## src/rtl/pwm_capture_pkg.sv

```systemverilog
// Shared constants for pwm_capture: register map, STATUS/CTRL bit positions
// and FSM state encoding.
package pwm_capture_pkg;

  localparam int unsigned REG_HIGH   = 0;
  localparam int unsigned REG_PERIOD = 1;
  localparam int unsigned REG_STATUS = 2;
  localparam int unsigned REG_CTRL   = 3;

  localparam int STATUS_VALID = 0;
  localparam int STATUS_OVF   = 1;
  localparam int CTRL_EN      = 0;

  localparam logic [1:0] ST_DISABLED  = 2'd0;
  localparam logic [1:0] ST_ARM       = 2'd1;
  localparam logic [1:0] ST_MEAS_HIGH = 2'd2;
  localparam logic [1:0] ST_MEAS_LOW  = 2'd3;

endpackage

```

## src/rtl/pwm_capture_sync.sv

```systemverilog
// PIN conditioning: 2-flop synchronizer, optional glitch filter
// (PWM_CAPTURE_FILTER_EN) and a 1-flop edge detector producing rise/fall pulses.
module pwm_capture_sync (
  input  logic clk,
  input  logic rst_n,
  input  logic pin,
  output logic level,
  output logic rise,
  output logic fall
);

  logic sync_a;
  logic sync_b;
  logic filt;
  logic prev;

  always_ff @(posedge clk) begin
    if (!rst_n) begin
      sync_a <= 1'b0;
      sync_b <= 1'b0;
    end else begin
      sync_a <= pin;
      sync_b <= sync_a;
    end
  end

`ifdef PWM_CAPTURE_FILTER_EN
  logic hist_a;
  logic hist_b;
  logic held;

  // The level only follows the synchronizer once three samples in a row agree.
  always_comb begin
    filt = held;
    if ((sync_b == hist_a) && (hist_a == hist_b)) filt = sync_b;
  end

  always_ff @(posedge clk) begin
    if (!rst_n) begin
      hist_a <= 1'b0;
      hist_b <= 1'b0;
      held   <= 1'b0;
    end else begin
      hist_a <= sync_b;
      hist_b <= hist_a;
      held   <= filt;
    end
  end
`else
  always_comb filt = sync_b;
`endif

  always_ff @(posedge clk) begin
    if (!rst_n) prev <= 1'b0;
    else        prev <= filt;
  end

  assign level = filt;
  assign rise  = filt & ~prev;
  assign fall  = ~filt & prev;

endmodule

```

## src/rtl/pwm_capture.sv

```systemverilog
// PWM high-time / period capture with a small register interface.
// Define PWM_CAPTURE_FILTER_EN to add a 3-sample glitch filter on PIN.
module pwm_capture
  import pwm_capture_pkg::*;
#(
  parameter int BITS         = 16,
  parameter int ADDRESS_BITS = 8,
  parameter int CLK_FREQ     = 12000000
) (
  input  logic                    CLK,
  input  logic                    RSTb,
  input  logic [ADDRESS_BITS-1:0] ADDRESS,
  input  logic [BITS-1:0]         DATA_IN,
  output logic [BITS-1:0]         DATA_OUT,
  input  logic                    WRb,
  input  logic                    PIN,
  output logic [1:0]              fsm_state
);

  localparam logic [BITS-1:0] CNT_MAX       = '1;
  localparam logic [31:0]     CLK_FREQ_BITS = CLK_FREQ;

  logic [1:0]      state;
  logic [BITS-1:0] cnt;
  logic [BITS-1:0] cnt_next;
  logic [BITS-1:0] high_tmp;
  logic [BITS-1:0] high_q;
  logic [BITS-1:0] period_q;
  logic            valid;
  logic            ovf;
  logic            en;
  logic            level;
  logic            rise;
  logic            fall;
  logic            wr_status;
  logic            wr_ctrl;
  logic            capture;
  logic            overflow;
  logic            unused_bits;

  pwm_capture_sync u_sync (
    .clk   (CLK),
    .rst_n (RSTb),
    .pin   (PIN),
    .level (level),
    .rise  (rise),
    .fall  (fall)
  );

  assign wr_status = !WRb && (ADDRESS == ADDRESS_BITS'(REG_STATUS));
  assign wr_ctrl   = !WRb && (ADDRESS == ADDRESS_BITS'(REG_CTRL));

  // Counter saturates so a terminating edge at all-ones cannot wrap it.
  assign cnt_next = (cnt == CNT_MAX) ? cnt : cnt + 1'b1;

  assign capture  = en && (state == ST_MEAS_LOW) && rise;
  assign overflow = en && (cnt == CNT_MAX) &&
                    (((state == ST_MEAS_HIGH) && !fall) ||
                     ((state == ST_MEAS_LOW) && !rise));

  always_ff @(posedge CLK) begin
    if (!RSTb) begin
      state    <= ST_DISABLED;
      cnt      <= '0;
      high_tmp <= '0;
      high_q   <= '0;
      period_q <= '0;
    end else if (!en) begin
      state <= ST_DISABLED;
    end else if (overflow) begin
      state <= ST_ARM;
    end else begin
      case (state)
        ST_DISABLED: state <= ST_ARM;
        ST_ARM: begin
          if (rise) begin
            state <= ST_MEAS_HIGH;
            cnt   <= BITS'(1);
          end
        end
        ST_MEAS_HIGH: begin
          cnt <= cnt_next;
          if (fall) begin
            high_tmp <= cnt;
            state    <= ST_MEAS_LOW;
          end
        end
        ST_MEAS_LOW: begin
          if (capture) begin
            high_q   <= high_tmp;
            period_q <= cnt;
            cnt      <= BITS'(1);
            state    <= ST_MEAS_HIGH;
          end else begin
            cnt <= cnt_next;
          end
        end
        default: state <= ST_DISABLED;
      endcase
    end
  end

  // Hardware sets take priority over a write-one-to-clear in the same cycle.
  always_ff @(posedge CLK) begin
    if (!RSTb) begin
      valid <= 1'b0;
      ovf   <= 1'b0;
      en    <= 1'b0;
    end else begin
      if (capture)                                valid <= 1'b1;
      else if (wr_status && DATA_IN[STATUS_VALID]) valid <= 1'b0;
      if (overflow)                               ovf <= 1'b1;
      else if (wr_status && DATA_IN[STATUS_OVF])   ovf <= 1'b0;
      if (wr_ctrl) en <= DATA_IN[CTRL_EN];
    end
  end

  always_comb begin
    DATA_OUT = '0;
    if (RSTb) begin
      case (ADDRESS)
        ADDRESS_BITS'(REG_HIGH):   DATA_OUT = high_q;
        ADDRESS_BITS'(REG_PERIOD): DATA_OUT = period_q;
        ADDRESS_BITS'(REG_STATUS): begin
          DATA_OUT[STATUS_VALID] = valid;
          DATA_OUT[STATUS_OVF]   = ovf;
        end
        ADDRESS_BITS'(REG_CTRL):   DATA_OUT[CTRL_EN] = en;
        default:                   DATA_OUT = '0;
      endcase
    end
  end

  assign fsm_state   = state;
  assign unused_bits = ^{DATA_IN[BITS-1:2], level, CLK_FREQ_BITS};

endmodule

```

## config.mk

```make
export PLATFORM = sky130hd
export DESIGN_NAME = pwm_capture
export DESIGN_NICKNAME = d
export VERILOG_FILES = /design/src/rtl/pwm_capture_pkg.sv /design/src/rtl/pwm_capture_sync.sv /design/src/rtl/pwm_capture.sv
export SDC_FILE = /design/constraint.sdc
export NUM_CORES = 1
export LEC_CHECK = 0
export ABC_AREA = 1
export BUFFER_PORTS_ARGS = -buffer_cell sky130_fd_sc_hd__buf_2
export CORE_ASPECT_RATIO = 0.7
export CORE_MARGIN = 2
export CORE_UTILIZATION = 50
export CTS_BUF_LIST = sky130_fd_sc_hd__clkbuf_16
export CTS_CLUSTER_SIZE = 10
export DETAILED_ROUTE_END_ITERATION = 12
export GPL_TIMING_DRIVEN = 0
export PLACE_DENSITY = 0.73
export SLEW_MARGIN = 10
export SYNTH_ARGS = -nofsm -noshare
export SYNTH_HDL_FRONTEND = slang
export SYNTH_HIERARCHICAL = 1
export SYNTH_SLANG_ARGS = --single-unit
```

## constraint.sdc

```tcl
create_clock -name CLK -period 1.9 [get_ports CLK]
set_clock_uncertainty 0.2 [all_clocks]
set_input_delay 0.095 -clock CLK [delete_from_list [all_inputs] [get_ports CLK]]
set_output_delay 0.095 -clock CLK [all_outputs]
set_load 0.005 [all_outputs]
```

Yosys cells after proc, flatten, opt, wreduce, memory -nomap -nowiden
Cells that the tools add are included.

Bits of input ports: 28. Bits in read-only memories: 0. Memories kept: 0. Bits in registers: 72. Word-level logic and storage cells: 76. RAM bits: 0. Output and inout port bits: 18. Bits in latches: 0.

Bitwise operators: 7. Reductions and logical operators: 26. Divide/modulo/power cells: 0. Multiply operators: 0. Equal/unequal tests: 13. Magnitude comparators: 0. Muxes and demuxes: 17. Add/sub/neg operators: 1. Shifts and indexed selects: 0.

Operators by type and width (number): $mux 16 (4); $pmux 16 s3 (1); $pmux 14 s2 (1); $add 16x1->16 const B (1); $eq 16x16->1 const B (1); $eq 8x2->1 const B (2); $reduce_and 4->1 (3); $logic_and 1x1->1 (10); $ne 3x3->1 const B (3); $eq 8x1->1 const B (1); $logic_not 8->1 (1); $pmux 2 s4 (1); $mux 2 (3); $ne 2x2->1 const B (3); $reduce_and 3->1 (2); $mux 1 (5); $not 1->1 (5); $eq 2x2->1 const B (2); $pmux 1 s4 (1); $reduce_bool 2->1 (2); $logic_not 1->1 (3); $pmux 1 s3 (1); $reduce_bool 3->1 (1); $reduce_or 3->1 (1); 5 further kinds (6).

Longest topological paths before layout
Depth in word-level cells: 8. Depth in mapped cells: 11. Gate-level depth less buffers: 11.

Modules after synthesis
The synthesis kept the hierarchy.

By module, submodules not included: pwm_capture (area an instance 3353.2 sq um, cells an instance 491, seq. area each 1381.3 sq um, times used 1); pwm_capture_sync (area an instance 100.1 sq um, cells an instance 13, seq. area each 60.1 sq um, times used 1).

Worst setup path before layout
Ideal clock, no wire load.

Path kind: reg2reg. Start: register cnt[0]. End: register high_tmp[12]. Library setup time: 0.135 ns. Data arrival time: 1.510 ns. Buffers on the path: 2. Slack: 0.055 ns. Required time: 1.565 ns. Period minus slack after synthesis: 1.845 ns. Stages on the path, launching flop included: 11. Cells stage by stage: dfxtp_1 -> ha_1 -> nand2_2 -> nor2_2 -> nand2_2 -> nor2_4 -> a21oi_4 -> buf_6 -> buf_6 -> nand3_1 -> a21oi_1.

Cells in the longest elaborated chain, start to end: 5.

RTL lines: from (decl) (line pwm_capture.sv:24) `logic [BITS-1:0] cnt;`; from (signal assigned) (line pwm_capture.sv:82) `cnt <= cnt_next;`; from (signal assigned) (line pwm_capture.sv:95) `cnt <= cnt_next;`; $eq 16x16->1 (line pwm_capture.sv:57) `assign overflow = en && (cnt == CNT_MAX) &&`; $logic_and 1x1->1 (2 in a row) (line pwm_capture.sv:57); $not 1->1 (no line); $reduce_and 4->1 (no line); to (signal assigned) (line pwm_capture.sv:84) `high_tmp <= cnt;`; to (decl) (line pwm_capture.sv:26) `logic [BITS-1:0] high_tmp;`.

Every way passes these cells. A chain may end at the register's enable or synchronous reset.

Worst setup path in the final report
Start: register cnt[1]. End: register high_tmp[7].

The elaborated chain is that of the path after synthesis.

==> impl_metrics.ini <==
[outcome]
outcome = complete, but fails checks
violations = setup timing

[timing]
min_period_ps = 1959
max_freq_mhz = 510.5
timing.final.crit_share_pct = 103.1
rsz0062_at_grt = yes
worstMarginPinSlew_ps = 645.5
fin_ws_ps = -58.69
slew_headroom_pct = 56.97
final_max_slew_viol_count = 0
hold_viol_final = 0
setup_viol = 18
final.setup.tns_ps = -513.3

[place]
dp_cells = 629
dpl.hpwl_um = 7228
portBuffers = 31
gp_congestion = 0.9194

[route]
wirelength_um = 10990
drtIter0Drc = 339
via_per_inst = 5.415
wl_per_cell_um = 16.30
top_layer = met4
vias = 3650
met3_length_um = 982
first_pass_iters = 6
wl_met1_um = 4990
drt_drc_violations_left = 0
antenna_left = 0
wl_met2_um = 4849

[clock_tree]
insertion_delay_ps = 340
cts_tree = built
clk_pin_slew_worst_paths_ps = 60
cts_num_sinks = 72
cts_htree_levels = 3
clk_path_buf_depth = 2
cts-root-buf = clkbuf_16
cts_buffers = 9

[pwr]
clockPowerShare_pct = 51.7
p_leak_uw = 0.001792
switching_share_pct = 22.93
sequentialPowerShare_pct = 45.2
p_int_uw = 2574
power_frac_comb_pct = 3.1
power.total_uw = 3340
power_density_mw_per_mm2 = 734.7
ir_drop_mv = 0.5286
p_switching_uw = 765.8

[floorplanning]
core_area_mm2 = 0.006725
start_util_pct = 51.35
design.die.area_mm2 = 0.007598
boundaryPins = 46
rows = 25
die_x_um = 103.3
die_y_um = 73.53

[synth]
synthTopCellsByArea = dfxtp_1 (42%), nand2_1 (13%), nor2_1 (8.8%), a21oi_1 (7.1%), o21ai_0 (5.7%)
avgSynthCellArea_um2 = 6.852
synth-warning-count = 6
async_flop_share_pct = 0
yosys_most_used_dff = dfxtp_1
synth_most_common_cell = nand2_1
synth_edf_count = 0
ys_seq_area_share_pct = 41.74
yosys.area.top_type = dfxtp_1
synth_cells = 504
synth_commonest_cells = nand2_1 (117), nor2_1 (81), dfxtp_1 (72)
synth_seq_cells = 72
synth_area_mm2 = 0.003453
syn-num-nets = 533
yosysUniqueCellTypes = 37
netlist.area_leader.share_pct = 41.74

[worst_setup_path]
worstPathMaxFanout = 6
crit_path_end_kind = flip-flop
crit_arrival_ps = 1960
start_kind = flip-flop
critPathKind = flip-flop to flip-flop
cp.required_ps = 1900
rr_worst_depth = 10
r2r_slack_ps = -60

[final_layout]
layout.cells.non_filler = 674
drive_gt1_share_pct = 25.69
area_growth_pct = 31.63
antenna_cells = 0
utilization_pct = 67.59
fillers = 606
layout.nets = 604

[global_routing]
grtUsageTotal_pct = 28.55
grt_pass1_vias = 3162
grt_pass1_wl_um = 16130
grt_max_degree = 15
grt-ovfl-total = 0
antenna_found_initial = 0

[run]
max_cap_violations = 0

[min_path]
hold_class = input pin to flip-flop
whs_path_depth = 6
==> final timing paths <==
kind / startpoint / end
min: ADDRESS[1] / valid$_SDFFE_PN0P_
min reg2reg: u_sync/sync_a$_SDFF_PN0_ / u_sync/level$_SDFF_PN0_
max: cnt[1]$_SDFFE_PN0P_ / high_tmp[7]$_SDFFE_PN0P_
max reg2reg: cnt[1]$_SDFFE_PN0P_ / high_tmp[7]$_SDFFE_PN0P_
==> per-layer routing <==
metal	global-route usage [%]	up-vias
met5	0	-
met4	7.164	0
met3	7.707	18
met2	41.92	182
met1	41.61	1677
li1	-	1773
==> cell type report <==
cell class / instances / area [µm²] / share of cell area [%]
well taps: 94 / 117.6 / 2.587
inverters: 43 / 165.2 / 3.633
clock inverters: 7 / 77.57 / 1.707
flip-flops and latches: 72 / 1465 / 32.23
multi-input cells: 368 / 1896 / 41.70
clock buffers: 9 / 225.2 / 4.955
plain buffers: 21 / 141.4 / 3.110
repair buffers: 60 / 457.9 / 10.07
==> state kept, by name, summed over array words and instances, names as in the netlist <==
register,count
en,1
fsm_state,2
period_q,16
u_sync/prev,1
ovf,1
high_q,16
u_sync/level,1
valid,1
high_tmp,16
cnt,16
u_sync/sync_a,1
==> per-stage QoR <==
step	hold slack (ps)	worst slack, ps	cell area (µm²)
2_1_floorplan	-11.55	55.07	3453
3_3_place_gp	73.23	-210.4	3726
3_5_place_dp	77.45	-225.3	3726
4_1_cts	114.2	2.675	4156
5_1_grt	191.4	-129.5	4546
6_report	151.3	-58.69	4546
==> power groups by stage <==
| stage | registers [µW] | clock network, µW | logic [µW] |
|---|---|---|---|
| 6_report | 1510 | 1730 | 103 |
| 3_3_place_gp | 1550 | 0 | 80.3 |
| 2_1_floorplan | 1550 | 0 | 45.0 |
| 3_5_place_dp | 1550 | 0 | 82.9 |
| 5_1_grt | 1510 | 1790 | 111 |
| 4_1_cts | 1510 | 1720 | 94.2 |
==> timing repair <==
item / CTS / global route
cloned: 1 / 4
endpoints found under the setup margin: 40 / 69
hold buffers: 8 / 0
endpoints found under the hold margin: 6 / 0
pin swaps: 1 / 15
buffers inserted: 0 / 16
resized for setup: 16 / 57
==> cell families after synthesis <==
group	after synthesis	share of synthesized area (%)
compound gates	104	16.38
xor+xnor	3	0.7610
fa+ha+maj	1	0.3623
simple gates	260	32.86
flops	72	41.74
buf+inv	64	7.898
==> worst max-delay path, stage by stage, from the launching register on <==
cell and delay [ps]:
dfxtp_4 370, ha_4 180, nand2_4 70, nor2_4 140, nand2_2 90, nor2_4 200
a21oi_4 110, buf_8 170, clkbuf_16 160, nand3_2 60, a21oi_1 60
==> layout by cell type (no fill, tap or decap), types with 3 or more instances in the layout <==
cell type / count
clkbuf_1: 7
nand3_2: 8
nand2_1: 113
inv_1: 39
nor2_1: 76
clkbuf_4: 3
buf_4: 18
nand4_1: 3
o21ai_1: 5
nand2_4: 3
buf_8: 3
buf_2: 34
dfxtp_2: 13
a21oi_2: 10
inv_6: 3
clkbuf_16: 12
nor3_1: 4
nand3_1: 26
dlygate4sd3_1: 8
dfxtp_1: 57
nor2_2: 6
inv_2: 3
a21oi_1: 43
nand2_2: 6
nor2_4: 7
o21ai_0: 37
(Power assumes the default switching activity.)
